==> config.mk <==
export PLATFORM = sky130hd
export DESIGN_NAME = btn_counter
export DESIGN_NICKNAME = d
export VERILOG_FILES = /design/src/rtl/btn_counter.sv
export SDC_FILE = /design/constraint.sdc
export NUM_CORES = 1
export LEC_CHECK = 0
export CORE_ASPECT_RATIO = 2
export CORE_UTILIZATION = 45
export CTS_BUF_LIST = sky130_fd_sc_hd__clkbuf_4 sky130_fd_sc_hd__clkbuf_8 sky130_fd_sc_hd__clkbuf_16
export DETAILED_ROUTE_END_ITERATION = 7
export GPL_ROUTABILITY_DRIVEN = 0
export SYNTH_ARGS = -nofsm -noshare
export SYNTH_HDL_FRONTEND = slang
export SYNTH_HIERARCHICAL = 1
export SYNTH_SLANG_ARGS = --single-unit
==> constraint.sdc <==
create_clock -name clk -period 2.5 [get_ports clk]
set_input_delay 0.25 -clock clk [delete_from_list [all_inputs] [get_ports clk]]
set_output_delay 0.25 -clock clk [all_outputs]
set_load 0.02 [all_outputs]
==> src/rtl/btn_counter.sv <==
// Two debounced pushbuttons drive a modulo-64 up/down counter with active-low LED output.
// Each button: 2-flop synchronizer, debounce FSM, single-cycle press strobe.

module btn_debounce #(
  parameter int DEBOUNCE_CYCLES = 270000
) (
  input  logic clk,
  input  logic rst,
  input  logic i_btn_n,
  output logic o_pulse
);

  localparam int CW = $clog2(DEBOUNCE_CYCLES + 1);
  localparam logic [CW-1:0] LAST = CW'(DEBOUNCE_CYCLES - 1);

  typedef enum logic [1:0] {
    IDLE         = 2'd0,
    PRESS_WAIT   = 2'd1,
    PRESSED      = 2'd2,
    RELEASE_WAIT = 2'd3
  } state_t;

  logic [1:0]    r_sync;
  state_t        r_state;
  state_t        w_state_nxt;
  logic [CW-1:0] r_cnt;
  logic [CW-1:0] w_cnt_nxt;
  logic          r_pulse;
  logic          w_pulse_nxt;
  logic          w_pressed;

  // Synchronizer resets to "released" so a held button needs a full debounce after reset.
  always_ff @(posedge clk or posedge rst) begin
    if (rst) r_sync <= 2'b11;
    else     r_sync <= {r_sync[0], i_btn_n};
  end

  assign w_pressed = ~r_sync[1];

  always_ff @(posedge clk or posedge rst) begin
    if (rst) begin
      r_state <= IDLE;
      r_cnt   <= '0;
      r_pulse <= 1'b0;
    end else begin
      r_state <= w_state_nxt;
      r_cnt   <= w_cnt_nxt;
      r_pulse <= w_pulse_nxt;
    end
  end

  always_comb begin
    w_state_nxt = r_state;
    w_cnt_nxt   = r_cnt;
    w_pulse_nxt = 1'b0;
    case (r_state)
      IDLE: begin
        if (w_pressed) begin
          w_state_nxt = PRESS_WAIT;
          w_cnt_nxt   = '0;
        end
      end
      PRESS_WAIT: begin
        if (!w_pressed) begin
          w_state_nxt = IDLE;
          w_cnt_nxt   = '0;
        end else if (r_cnt == LAST) begin
          // The only transition that emits a strobe.
          w_state_nxt = PRESSED;
          w_cnt_nxt   = '0;
          w_pulse_nxt = 1'b1;
        end else begin
          w_cnt_nxt = r_cnt + 1'b1;
        end
      end
      PRESSED: begin
        if (!w_pressed) begin
          w_state_nxt = RELEASE_WAIT;
          w_cnt_nxt   = '0;
        end
      end
      RELEASE_WAIT: begin
        if (w_pressed) begin
          w_state_nxt = PRESSED;
          w_cnt_nxt   = '0;
        end else if (r_cnt == LAST) begin
          w_state_nxt = IDLE;
          w_cnt_nxt   = '0;
        end else begin
          w_cnt_nxt = r_cnt + 1'b1;
        end
      end
      default: begin
        w_state_nxt = IDLE;
        w_cnt_nxt   = '0;
      end
    endcase
  end

  assign o_pulse = r_pulse;

endmodule

module btn_counter #(
  parameter int DEBOUNCE_CYCLES = 270000
) (
  input  logic       clk,
  input  logic       rst,
  input  logic       btn_up_n,
  input  logic       btn_dn_n,
  output logic       up_pulse,
  output logic       dn_pulse,
  output logic [5:0] count,
  output logic [5:0] led
);

  localparam int NUM_BTN = 2;

  logic [NUM_BTN-1:0] w_btn_n;
  logic [NUM_BTN-1:0] w_pulse;
  logic [5:0]         r_count;

  // Bit 0 = up, bit 1 = down.
  assign w_btn_n = {btn_dn_n, btn_up_n};

  for (genvar g = 0; g < NUM_BTN; g++) begin : g_btn
    btn_debounce #(
      .DEBOUNCE_CYCLES(DEBOUNCE_CYCLES)
    ) u_deb (
      .clk     (clk),
      .rst     (rst),
      .i_btn_n (w_btn_n[g]),
      .o_pulse (w_pulse[g])
    );
  end

  // Simultaneous strobes cancel; 6-bit arithmetic wraps naturally.
  always_ff @(posedge clk or posedge rst) begin
    if (rst) begin
      r_count <= '0;
    end else begin
      case (w_pulse)
        2'b01:   r_count <= r_count + 6'd1;
        2'b10:   r_count <= r_count - 6'd1;
        default: r_count <= r_count;
      endcase
    end
  end

  assign up_pulse = w_pulse[0];
  assign dn_pulse = w_pulse[1];
  assign count    = r_count;
  assign led      = ~r_count;

endmodule

==> results of run 1 <==
-- area by class of cell --
class	count	area, µm²
tap	86	108
sequential	54	1360
clock buffer	7	146
timing repair buffer	23	215
multi-input combinational	226	1520
fill	618	2930
inverter	15	56.3
clock inverter	1	30.0
-- path summary, 6_finish.rpt --
check                                                    from                            endpoint  slack, ns  cells past startpoint
hold reg to reg            g_btn[0].u_deb/r_sync[0]$_DFF_PP1_  g_btn[0].u_deb/r_sync[1]$_DFF_PP1_       0.36                      0
setup reg to reg             g_btn[0].u_deb/o_pulse$_DFF_PP0_                count[4]$_DFFE_PP0P_       0.58                      8
min in group clk           g_btn[0].u_deb/r_sync[0]$_DFF_PP1_  g_btn[0].u_deb/r_sync[1]$_DFF_PP1_       0.36                      0
max in group asynchronous                                 rst  g_btn[0].u_deb/r_sync[1]$_DFF_PP1_       1.84                      3
hold / removal                                            rst                count[0]$_DFFE_PP0P_       0.24                      2
setup / recovery             g_btn[0].u_deb/o_pulse$_DFF_PP0_                count[4]$_DFFE_PP0P_       0.58                      8
-- report_power, final --
group / internal, mW / switching, mW / leakage [nW]
combinational: 0.270 / 0.433 / 0.562
sequential: 0.953 / 0.0788 / 0.727
clock: 0.512 / 0.310 / 0.0875
-- kinds of logic (layout without fill, tap and decap cells) --
| group | after synthesis | in the layout |
|---|---|---|
| compound gates | 83 | 83 |
| fa+ha+maj | 5 | 5 |
| buf+inv | 25 | 46 |
| xor+xnor | 17 | 17 |
| flops | 54 | 54 |
| mux | 3 | 3 |
| simple gates | 118 | 118 |
-- layout by cell type (no fill, tap or decap), types with 6 or more instances in the layout --
cell             Yosys  routed
inv_1               15      15
a21oi_1             24      24
nand4_1              7       7
nor2_1              12      12
nand2_1             21      21
or2b_1              12      12
buf_4                0       6
a22o_1               8       8
o21ai_0             11      11
a31oi_1             19      19
dfrtp_1             50      50
nor3_1              10      10
a21o_1               6       6
clkdlybuf4s50_1      0      17
nand3_1             27      27
xnor2_1             13      13
-- flip-flops by register name, indices dropped and copies added, names as in the netlist, named ones only --
| register | count |
|---|---|
| count | 6 |
| g_btn.u_deb/o_pulse | 2 |
| g_btn.u_deb/r_state | 2 |
| g_btn.u_deb/r_sync | 4 |
| g_btn.u_deb/r_cnt | 38 |
-- metal layers --
metal	GRT usage	routed length [µm]	up-vias	share of wire
met5	0	0	-	0
met2	0.359	3600	34	0.55
met3	0.0220	97	12	0.015
li1	-	-	1164	-
met1	0.241	2670	1186	0.41
met4	0.0916	183	0	0.028
==> flow_metrics.env, run 1 <==
export IMPL_grt_max_degree=26
export IMPL_crit_family="adder cells"
export IMPL_synth_top_cell_area_share=0.416
export IMPL_tns_ns=0
export IMPL_ys_top_cells_by_count="dfrtp_1, nand3_1, a21oi_1"
export IMPL_syn_inst=305
export IMPL_holdWs_ns=0.242
export IMPL_htreeDepth=2
export IMPL_cts_max_path_buffers=2
export IMPL_holdBufCountCts=0
export IMPL_cts_tree="yes"
export IMPL_start_kind="flip-flop"
export IMPL_synth_simple_gate_area_frac=0.239
export IMPL_row_count=41
export IMPL_cpMostUsedCell="ha_1"
export IMPL_antenna_found_initial=0
export IMPL_end_kind="flip-flop"
export IMPL_place_ws_ns=0.630
export IMPL_max_slew_worst_pin_slew_ns=0.591
export IMPL_yosysUniqueCellTypes=42
export IMPL_finalWorstSetupSlack_ns=0.580
export IMPL_area_growth_pct=14.3
export IMPL_overflow=0
export IMPL_syn_area_per_cell_um2=9.86
export IMPL_cts_num_sinks=54
export IMPL_layout_min_cycle_time_ns=1.92
export IMPL_viasPerCell=5.82
export IMPL_dr_pass1_iters=4
export IMPL_cp_arrival_ns=2.14
export IMPL_ant_nets=0
export IMPL_numCtsBuffers=5
export IMPL_stdcell_count=412
export IMPL_synthAdderAreaFrac=0.0208
export IMPL_wl_per_cell_um=15.9
export IMPL_vias=2396
export IMPL_grt_pass1_wl_um=11200
export IMPL_postCtsSetupRepairBufs=0
export IMPL_synth_compound_area_frac=0.187
export IMPL_first_iter_violations=128
export IMPL_drcViolationCount=0
export IMPL_ys_top_cells_by_area="dfrtp_1, nand3_1, a21oi_1"
export IMPL_io_buffers=17
export IMPL_cp_cell_sequence="inv_1, ha_1, xor2_1, ha_1, nor2b_1, o21ai_0, a31oi_1, xnor2_1"
export IMPL_finalSetupViolations=0
export IMPL_cts_clk_slew_worst_paths_ns=0.07
export IMPL_critPathMaxFanout=12
export IMPL_synthesis_area_mm2=0.00301
export IMPL_rsz0062_at_grt="false"
export IMPL_path_buf_inv=1
export IMPL_dieWidth_um=59.8
export IMPL_die_area_mm2=0.00703
export IMPL_start_util=0.473
export IMPL_cts_resized=0
export IMPL_synthFlopType="dfrtp_1"
export IMPL_outcome="finished, final reports clean"
export IMPL_placed_area_mm2=0.00326
export IMPL_powerDensity_mw_per_mm2=744
export IMPL_finalNetCount=334
export IMPL_drive_gt1_frac=0.117
export IMPL_slew_headroom=0.602
export IMPL_wl_um=6550
export IMPL_dp_hpwl_um=4650
export IMPL_synthMuxAreaShare=0.0104
export IMPL_slowest_delay_ns=0.41
export IMPL_clk_latency_ns=0.30
export IMPL_hp_class="primary input to async pin"
export IMPL_synth_edf_count=0
export IMPL_worst_ep_required_time_ns=2.72
export IMPL_post_synth_top_count_cell="dfrtp_1"
export IMPL_vdd_drop_max_mv=0.478
export IMPL_maxCapViolations=0
export IMPL_boundaryPins=18
export IMPL_postSynth_asyncResetShare=1.00
export IMPL_period_share=0.768
export IMPL_design_area_mm2=0.00344
export IMPL_dp_cells=404
export IMPL_yosysWarnings=6
export IMPL_crit_type="flip-flop to flip-flop"
export IMPL_total_power_mw=2.56
export IMPL_max_freq_mhz=521
export IMPL_die_y_um=118
export IMPL_final_util=0.540
export IMPL_yosysSeqAreaShare=0.451
export IMPL_p_leak_nw=1.38
export IMPL_hold_viol_final=0
export IMPL_diodes=0
export IMPL_fin_worst_skew_ns=0.0110
export IMPL_ys_seq_elements=54
export IMPL_synth_nets=314
export IMPL_yosys_area_share_xor_xnor=0.0495
export IMPL_post_synth_top_area_cell="dfrtp_1"
export IMPL_slew_viol_final=0
export IMPL_critPathSlowestCell="ha_1"
export IMPL_track_usage=0.206
export IMPL_synth_top_family_by_area="simple AND/OR/NAND/NOR gates"
export IMPL_cts_root_buf="clkbuf_16"
export IMPL_grt_pass1_vias=2318
export IMPL_core_area_mm2=0.00636
Power figures use the tool's default switching activity.
==> inputs of run 2 (changes only) <==
==> constraint.sdc (replaced) <==
create_clock -name clk -period 1.86 [get_ports clk]
set_input_delay 0.186 -clock clk [delete_from_list [all_inputs] [get_ports clk]]
set_output_delay 0.186 -clock clk [all_outputs]
set_load 0.02 [all_outputs]
==> run 2 against run 1 <==
  * Clock power increased by 15%
  * First-iteration DRC count decreased by 21%
  * Worst setup slack got worse by 0.54 ns
  * Global-route usage increased by 0.55 points
  * Maximum frequency increased by 5.8%
  * Clock skew decreased by 0.0012 ns
  * Combinational power increased by 65%
  * Die area unchanged
  * Wire length increased by 8.7%
  * Critical path type unchanged
  * Largest power group unchanged
  * Highest routed layer unchanged
==> flow_metrics.env, run 2 (same netlist as run 1, synthesis figures left out) <==
export IMPL_pwr_share_seq=0.398
export IMPL_critPathMaxFanout=12
export IMPL_area_growth_pct=21.8
export IMPL_max_freq_mhz=551
export IMPL_total_power_mw=3.49
export IMPL_reg2reg_from="g_btn[1].u_deb/r_cnt[15]$_DFFE_PP0P_"
export IMPL_maxCapViolations=0
export IMPL_cts_tree="yes"
export IMPL_drive_gt1_frac=0.203
export IMPL_ant_nets=0
export IMPL_p_int_mw=2.30
export IMPL_finalWorstSetupSlack_ns=0.0444
export IMPL_powerDensity_mw_per_mm2=954
export IMPL_grt_pass1_wl_um=11300
export IMPL_dp_cells=420
export IMPL_grt_pass1_vias=2414
export IMPL_slew_headroom=0.405
export IMPL_die_area_mm2=0.00703
export IMPL_start_util=0.473
export IMPL_switchingPower_mw=1.20
export IMPL_numCtsBuffers=5
export IMPL_final_common_cell="dfrtp_1"
export IMPL_worst_ep_required_time_ns=2.05
export IMPL_boundaryPins=18
export IMPL_overflow=0
export IMPL_clkPwrFrac=0.270
export IMPL_wl_um=7130
export IMPL_outcome="finished, final reports clean"
export IMPL_reg2reg_to="g_btn[1].u_deb/r_cnt[3]$_DFFE_PP0P_"
export IMPL_viasPerCell=5.83
export IMPL_design_area_mm2=0.00366
export IMPL_placed_area_mm2=0.00338
export IMPL_htreeDepth=2
export IMPL_regMostFlops="g_btn.u_deb/r_cnt"
export IMPL_drcViolationCount=0
export IMPL_cts_root_buf="clkbuf_16"
export IMPL_p_leak_nw=1.50
export IMPL_place_ws_ns=0.0391
export IMPL_r2r_worst_path_cells=5
export IMPL_finalNetCount=357
export IMPL_io_buffers=17
export IMPL_dieWidth_um=59.8
export IMPL_clk_latency_ns=0.30
export IMPL_antenna_found_initial=0
export IMPL_cp_arrival_ns=2.01
export IMPL_stdcell_count=435
export IMPL_largest_reg_flops=38
export IMPL_grt_max_degree=26
export IMPL_dp_hpwl_um=4880
export IMPL_row_count=41
export IMPL_vias=2535
export IMPL_mostFrequentLayoutCells="dfrtp_1, nand3_1, buf_4"
export IMPL_cts_max_path_buffers=2
export IMPL_first_iter_violations=101
export IMPL_period_share=0.976
export IMPL_fin_worst_skew_ns=0.00980
export IMPL_vdd_drop_max_mv=0.930
export IMPL_hp_class="primary input to async pin"
export IMPL_cts_clk_slew_worst_paths_ns=0.07
export IMPL_cts_num_sinks=54
export IMPL_tns_ns=0
export IMPL_rsz0062_at_grt="true"
export IMPL_dr_pass1_iters=4
export IMPL_pwr_share_comb=0.331
export IMPL_finalSetupViolations=0
export IMPL_hold_viol_final=0
export IMPL_crit_type="flip-flop to flip-flop"
export IMPL_die_y_um=118
export IMPL_slew_viol_final=0
export IMPL_core_area_mm2=0.00636
export IMPL_max_slew_worst_pin_slew_ns=0.890
export IMPL_start_kind="flip-flop"
export IMPL_wl_per_cell_um=16.4
export IMPL_track_usage=0.211
export IMPL_r2r_slack_ns=0.04
export IMPL_sw_frac_of_total=0.342
export IMPL_end_kind="flip-flop"
export IMPL_layout_min_cycle_time_ns=1.82
export IMPL_holdBufCountCts=0
export IMPL_diodes=0
[run 2: cell types whose count changed in the layout (fill, tap and decap cells not counted), moves of 2 or more]
cell / change
o21ba_4: +2
nand4_4: +2
nand2_1: -2
nor3_1: -4
buf_4: +19
nor3_2: +4
nand2_2: +2
ha_1: -2
ha_2: +2
nand4_2: -2
[run 2: final cells by class]
type,count,area [µm²]
inverters,15,56.3
fillers,588,2700
clock inverters,2,13.8
repair buffers,43,363
flip-flops and latches,54,1360
well taps,86,108
clock buffers,6,133
multi-input cells,229,1630
[run 2: power by group through the flow]
stage	logic [mW]	registers (mW)	clock network (mW)
2_1_floorplan	0.808	1.38	0
3_3_place_gp	0.979	1.40	0
3_5_place_dp	0.976	1.41	0
4_1_cts	0.978	1.39	0.975
5_1_grt	1.25	1.41	1.02
6_report	1.16	1.39	0.945
[run 2: worst max-delay path: stages, from the launching register on]
cell,delay (ns)
dfrtp_1,0.44
nor4b_4,0.44
nand4_4,0.19
o21ba_4,0.31
a21o_1,0.17
a21o_1,0.16
[run 2: per-layer routing]
metal | GRT usage | vias up | wire length [µm]
met3 | 0.0352 | 22 | 146
li1 | - | 1218 | -
met4 | 0.110 | 0 | 255
met2 | 0.370 | 50 | 4030
met1 | 0.230 | 1245 | 2700
met5 | 0 | - | 0
[run 2: stage by stage]
step	hold slack [ns]	utilization
3_5_place_dp	0.347	0.531
4_1_cts	0.182	0.554
2_1_floorplan	-0.0230	-
5_1_grt	0.198	0.576
6_report	0.176	0.576
3_3_place_gp	0.345	0.531
[run 2: worst max path at each step]
stage	from	slack [ns]	end	cells past startpoint
floorplan	g_btn[0].u_deb/o_pulse$_DFF_PP0_	0.04	count[2]$_DFFE_PP0P_	9
global placement	g_btn[1].u_deb/r_cnt[0]$_DFFE_PP0P_	0.08	g_btn[1].u_deb/r_cnt[9]$_DFFE_PP0P_	6
finish	g_btn[1].u_deb/r_cnt[15]$_DFFE_PP0P_	0.04	g_btn[1].u_deb/r_cnt[3]$_DFFE_PP0P_	5
global route	g_btn[0].u_deb/r_cnt[0]$_DFFE_PP0P_	-0.04	g_btn[0].u_deb/r_cnt[16]$_DFFE_PP0P_	7
CTS	g_btn[1].u_deb/r_cnt[0]$_DFFE_PP0P_	0.02	g_btn[1].u_deb/r_cnt[9]$_DFFE_PP0P_	6
detailed placement	g_btn[1].u_deb/r_cnt[0]$_DFFE_PP0P_	0.04	g_btn[1].u_deb/r_cnt[9]$_DFFE_PP0P_	6
[run 2: timing repair]
action / 4_1_cts / 5_1_grt
gates resized for setup: 0 / 15
setup endpoints to repair: 0 / 21
buffers inserted: 0 / 4
